==> src/rtl/dec_gray2bin_pipe.sv <==
// dec_gray2bin_pipe: two-stage registered Gray-to-binary decoder with
// valid/ready handshake on both sides. A step checker flags every accepted
// word that is not a single-bit Gray step from the previously accepted word,
// and a saturating counter tallies the flagged words.
module dec_gray2bin_pipe #(
    parameter int WIDTH = 10,
    parameter int ERRW  = 8
) (
    input  logic             clk,
    input  logic             rst_n,
    input  logic             in_valid,
    output logic             in_ready,
    input  logic [WIDTH-1:0] gray_i,
    output logic             out_valid,
    input  logic             out_ready,
    output logic [WIDTH-1:0] bin_o,
    output logic             step_err,
    input  logic             clr,
    output logic [ERRW-1:0]  err_cnt
);

    // Prefix XOR from the MSB down: bin[i] = bin[i+1] ^ g[i].
    function automatic logic [WIDTH-1:0] gray2bin(input logic [WIDTH-1:0] g);
        logic [WIDTH-1:0] b;
        b[WIDTH-1] = g[WIDTH-1];
        for (int i = WIDTH - 2; i >= 0; i--) begin
            b[i] = b[i+1] ^ g[i];
        end
        return b;
    endfunction

    // Stage registers
    logic             s1_v_q, s1_v_d;
    logic [WIDTH-1:0] s1_gray_q;
    logic             s1_err_q;
    logic             s2_v_q, s2_v_d;
    logic [WIDTH-1:0] s2_bin_q;
    logic             s2_err_q;

    // Checker history and error counter
    logic [WIDTH-1:0] prev_q, prev_d;
    logic             have_prev_q, have_prev_d;
    logic [ERRW-1:0]  err_cnt_q, err_cnt_d;

    // Handshake and checker combinational terms
    logic             s2_adv;
    logic             s1_adv;
    logic             accept;
    logic [WIDTH-1:0] step_diff;
    logic             step_err_in;

    // Advance rules, step check and next-state for checker/counter.
    // NOTE: every signal written here gets a default first so no latch can be inferred.
    always_comb begin
        s2_adv      = !s2_v_q || out_ready;
        s1_adv      = !s1_v_q || s2_adv;
        accept      = in_valid && s1_adv;
        s1_v_d      = s1_adv ? accept : s1_v_q;
        s2_v_d      = s2_adv ? s1_v_q : s2_v_q;

        // clr in the same cycle as an accept makes that word the first one.
        step_diff   = gray_i ^ prev_q;
        step_err_in = have_prev_q && !clr && ($countones(step_diff) != 1);

        prev_d      = prev_q;
        have_prev_d = have_prev_q;
        if (accept) begin
            prev_d      = gray_i;
            have_prev_d = 1'b1;
        end else if (clr) begin
            have_prev_d = 1'b0;
        end

        err_cnt_d = err_cnt_q;
        if (clr) begin
            err_cnt_d = '0;
        end else if (accept && step_err_in && (err_cnt_q != {ERRW{1'b1}})) begin
            err_cnt_d = err_cnt_q + ERRW'(1);
        end
    end

    // Stage 1: capture the Gray word and its step flag on an input transfer.
    // NOTE: state updates use non-blocking assignments so every register samples pre-edge values.
    always_ff @(posedge clk or negedge rst_n) begin
        if (!rst_n) begin
            s1_v_q    <= 1'b0;
            s1_gray_q <= '0;
            s1_err_q  <= 1'b0;
        end else begin
            s1_v_q <= s1_v_d;
            // NOTE: payload loads only on accept, so an idle (possibly X) gray_i never enters state.
            if (accept) begin
                s1_gray_q <= gray_i;
                s1_err_q  <= step_err_in;
            end
        end
    end

    // Stage 2: decode to binary and hold while the consumer stalls.
    always_ff @(posedge clk or negedge rst_n) begin
        if (!rst_n) begin
            s2_v_q   <= 1'b0;
            s2_bin_q <= '0;
            s2_err_q <= 1'b0;
        end else begin
            s2_v_q <= s2_v_d;
            if (s2_adv && s1_v_q) begin
                s2_bin_q <= gray2bin(s1_gray_q);
                s2_err_q <= s1_err_q;
            end
        end
    end

    // Checker history and saturating error counter.
    always_ff @(posedge clk or negedge rst_n) begin
        if (!rst_n) begin
            prev_q      <= '0;
            have_prev_q <= 1'b0;
            err_cnt_q   <= '0;
        end else begin
            prev_q      <= prev_d;
            have_prev_q <= have_prev_d;
            err_cnt_q   <= err_cnt_d;
        end
    end

    assign in_ready  = s1_adv;
    assign out_valid = s2_v_q;
    assign bin_o     = s2_bin_q;
    assign step_err  = s2_err_q;
    assign err_cnt   = err_cnt_q;

endmodule

==> config.mk <==
export PLATFORM = sky130hd
export DESIGN_NAME = dec_gray2bin_pipe
export DESIGN_NICKNAME = d
export VERILOG_FILES = /design/src/rtl/dec_gray2bin_pipe.sv
export SDC_FILE = /design/constraint.sdc
export NUM_CORES = 1
export LEC_CHECK = 0
export ABC_AREA = 1
export CAP_MARGIN = 40
export CORE_ASPECT_RATIO = 0.5
export CORE_MARGIN = 2
export CORE_UTILIZATION = 50
export CTS_CLUSTER_SIZE = 20
export DETAILED_ROUTE_END_ITERATION = 10
export PLACE_DENSITY = 0.78
export SLEW_MARGIN = 20
export SYNTH_ARGS = -nofsm -noshare
export SYNTH_HDL_FRONTEND = slang
export SYNTH_SLANG_ARGS = --single-unit
==> constraint.sdc <==
create_clock -name clk -period 4.5 [get_ports clk]
set_input_delay 0.9 -clock clk [delete_from_list [all_inputs] [get_ports clk]]
set_output_delay 0.9 -clock clk [all_outputs]
set_load 0.01 [all_outputs]
==> impl_results.md <==
- Status: finished clean
- Detail Placement HPWL: 2.76 mm
- Sequential fraction of the synthesis area: 0.455
- Crit Path Category: primary input to register
- Post-synthesis adder-cell area fraction: 0.0868
- Worst Hold End: step_err
- Fmax: between 0.2 and 0.25 GHz
- Unrepaired setup endpoints after global routing: no
- Lkg Pwr: 0.00111 µW
- Commonest cells after routing, fill and taps aside: nand2_1, dfrtp_1, clkdlybuf4s50_1
- Area Growth Syn to Fin: 32.1%
- Wire per inst: 12.3 µm
- Synth warn: 0
- Post-Syn Instances: 205
- Remaining global-route overflow: 0
- 1st-iter DRT viols: 62
- Clock Path Buffers: 2
- Largest delay contributor family on the critical path: adder cells
- Mean Syn Cell Area: 8.86 µm²
- Maxcap violations: 0
- Clk_lat worst skew: around 0.28 ns
- Multi-input gate area: 937 µm²
- Slew headroom: 0.626
- Mux share of post-synthesis cell area: 0
- Tot Pwr: about 1200 µW
- Total via count in the routed design: 1,514
- CTS tree: done
- Filler Cell Count: 265
- Root buf cell: clkbuf_8
- CP peak stage delay: 0.56 ns
- Hold Crit Class: register to register
- Post-synthesis simple-gate area fraction: 0.234
- Hold Startpoint: step_err
- CP cell instances: dlygate4sd2_1 -> xnor2_2 -> fa_1 -> fa_1 -> fa_1 -> inv_1 -> ha_1 -> inv_1 -> fa_2 -> o2111ai_2 -> nand4_1 -> a21oi_2 -> inv_2 -> nor2_2 -> buf_4 -> a21oi_1
- Endpoints failing setup: 0
- Reg2Reg Capture Point: err_cnt[5]
- Layout Nets: 274
- Util after Layout: 0.695
- Inserted Clock Buffers: 5
- GP Congestion: 0.931
- Cell repeated most along the worst path: fa_1
- CTS sink cnt: 33
- Reg2Reg Setup Slack: 0.57 ns
- Startpoint types: primary input
- Port Buf Inserts: 35
- Setup Skew: ~0.0057 ns
- CTS H-Tree Depth: 2
- Initial antenna violation count: 0
- Core Rows: 15
- DR pass1 iterations: 4
- Post-Synth XOR/XNOR Area: 0.0530
- # IOs: 36
- CTS clk-pin slew, worst paths: 0.06 ns
- Synth unique cells: 23
- DRC viols: 0
- Pre-CTS setup slack: -0.326 ns
- Final Cycle Share: 0.960
- Wire length of the first global-routing pass: 6.20 mm
- R2R cell count: 15
- FF/Latch Area: 826 µm²
- Final Hold Fails: 0
- Setup TNS: 0 ns
- CP startpoint: gray_i[5]
- Detail Route Antenna Nets: 0
- PwrDens: 511 mW/mm²
- VDD IR-drop max: a little over 200 µV
- Commonest non-fill, non-tap cell in the layout: nand2_1
- Critical Path AT: 4.48 ns
- Synth Cell Area: 0.00182 mm²
- GRT Util Overall: 0.206
- Largest family of logic cells by synthesized area: simple AND/OR/NAND/NOR gates
- Max-slew violation count: 0
- Syn nets: between 200 and 250
- Vias in the first global route: 1,478
- Avg Vias per Cell: 5.01
- Die ar.: 0.00416 mm²
- Antenna Cells: 0
- Compound-Gate Fraction of Synth Area: 0.105
- #FFs+latches synth: 33
- Data required time of the worst path: 4.66 ns
- Largest fanout on the critical path: 5
- Reg2reg start: prev_q[3]
- Share of cells above drive strength 1: 0.151
- Largest net degree at the start of global routing: 34
- Clock period minus final worst setup slack: 4.32 ns
- Initial Utilization: 0.526
- Die X: between 80 and 90 µm
- Final setup margin: ~0.18 ns
- Hold path depth: 2
- CP max-delay cell: fa_1
- Core area: 0.00345 mm²
- CP Capture Type: register
- Die Ht: 46.6 µm
- Final wirelength: 3.71 mm
- Worst-Margin Slew: 0.561 ns
- CP Buf/Inv Count: 5
- Hold Slack: a little under 0.5 ns
per-layer routing:
layer	GRT usage	wire length [µm]
met5	0	0
met4	0.0925	48
met3	0.0556	185
met2	0.341	1810
met1	0.259	1670
repair_timing:
| action | in CTS | in global routing |
|---|---|---|
| pin swaps | 6 | 5 |
| hold buffers | 0 | 0 |
| resized for setup | 11 | 11 |
| setup buffers | 0 | 3 |
| endpoints found under the setup margin | 3 | 8 |
| hold endpoints to repair | 0 | 0 |
state kept, by name, indices dropped and copies added (netlist names):
name         count
prev_q          10
s1_err_q         1
have_prev_q      1
out_valid        1
bin_o           10
err_cnt          8
s1_v_q           1
step_err         1
synthesized netlist by cell type:
| library cell | count | area (µm²) |
|---|---|---|
| nor3_1 | 2 | 10.0 |
| nand2_2 | 2 | 12.5 |
| inv_1 | 26 | 97.6 |
| a21oi_2 | 1 | 8.76 |
| o21ai_0 | 19 | 95.1 |
| nand3_1 | 19 | 95.1 |
| dfrtp_1 | 33 | 826 |
| o31ai_1 | 1 | 7.51 |
| nand4_1 | 3 | 18.8 |
| a21oi_1 | 4 | 20.0 |
| ha_1 | 3 | 37.5 |
| fa_1 | 6 | 120 |
| xor2_1 | 2 | 17.5 |
| clkbuf_1 | 2 | 7.51 |
| a31oi_1 | 7 | 43.8 |
| a211oi_1 | 1 | 7.51 |
| buf_6 | 1 | 11.3 |
| nor2_1 | 13 | 48.8 |
| nand2_1 | 40 | 150 |
| inv_2 | 1 | 3.75 |
| nand3_2 | 9 | 90.1 |
| xnor2_1 | 9 | 78.8 |
| o2111ai_1 | 1 | 8.76 |
cell families (layout without fill, tap and decap cells):
group,count (synthesis),after routing
adders and majority gates,9,9
DFF,33,33
xor gates and xnor gates,11,11
and+or+nand+nor,88,88
AOI/OAI and AO/OA,34,34
buffers and inverters,30,76
metrics by stage:
| stage | cell area, µm² | cells |
|---|---|---|
| final | 2400 | 302 |
| after global routing | 2400 | 302 |
| after CTS | 2340 | 299 |
| after detailed placement | 2230 | 291 |
| after global placement | 2230 | 291 |
| after floorplan | 1820 | 205 |
worst max path at each step:
stage                 endpoint  slack, ns  depth (start not counted)
finish              err_cnt[5]       0.18                         16
floorplan           err_cnt[6]       0.29                         15
CTS                 err_cnt[6]      0.003                         16
detailed placement  err_cnt[5]      -0.33                         16
global placement    err_cnt[5]      -0.24                         16
global route        err_cnt[5]       0.01                         16
final cells by class:
cell class / count / share of cell area
Timing Repair Buffer: 41 / 0.163
Tap cell: 51 / 0.0266
Inverter: 27 / 0.0422
Sequential cell: 33 / 0.344
Clock buffer: 8 / 0.0334
Multi-Input combinational cell: 142 / 0.391
worst register-to-register path: stages (launching register included):
cell and delay [ns]:
dfrtp_1 0.44, xnor2_2 0.17, fa_1 0.51, fa_1 0.52, fa_1 0.55, inv_1 0.04, ha_1 0.20, inv_1 0.07
fa_2 0.43, o2111ai_2 0.09, nand4_1 0.13, a21oi_2 0.25, inv_2 0.10, nor2_2 0.14, buf_4 0.12, a21oi_1 0.05
power breakdown:
group          internal [µW]  switching, µW
Clock                    110            101
Combinational            296            307
Sequential               364           48.7
Total                    770            456
No activity file was read; power rests on OpenSTA's default activity.
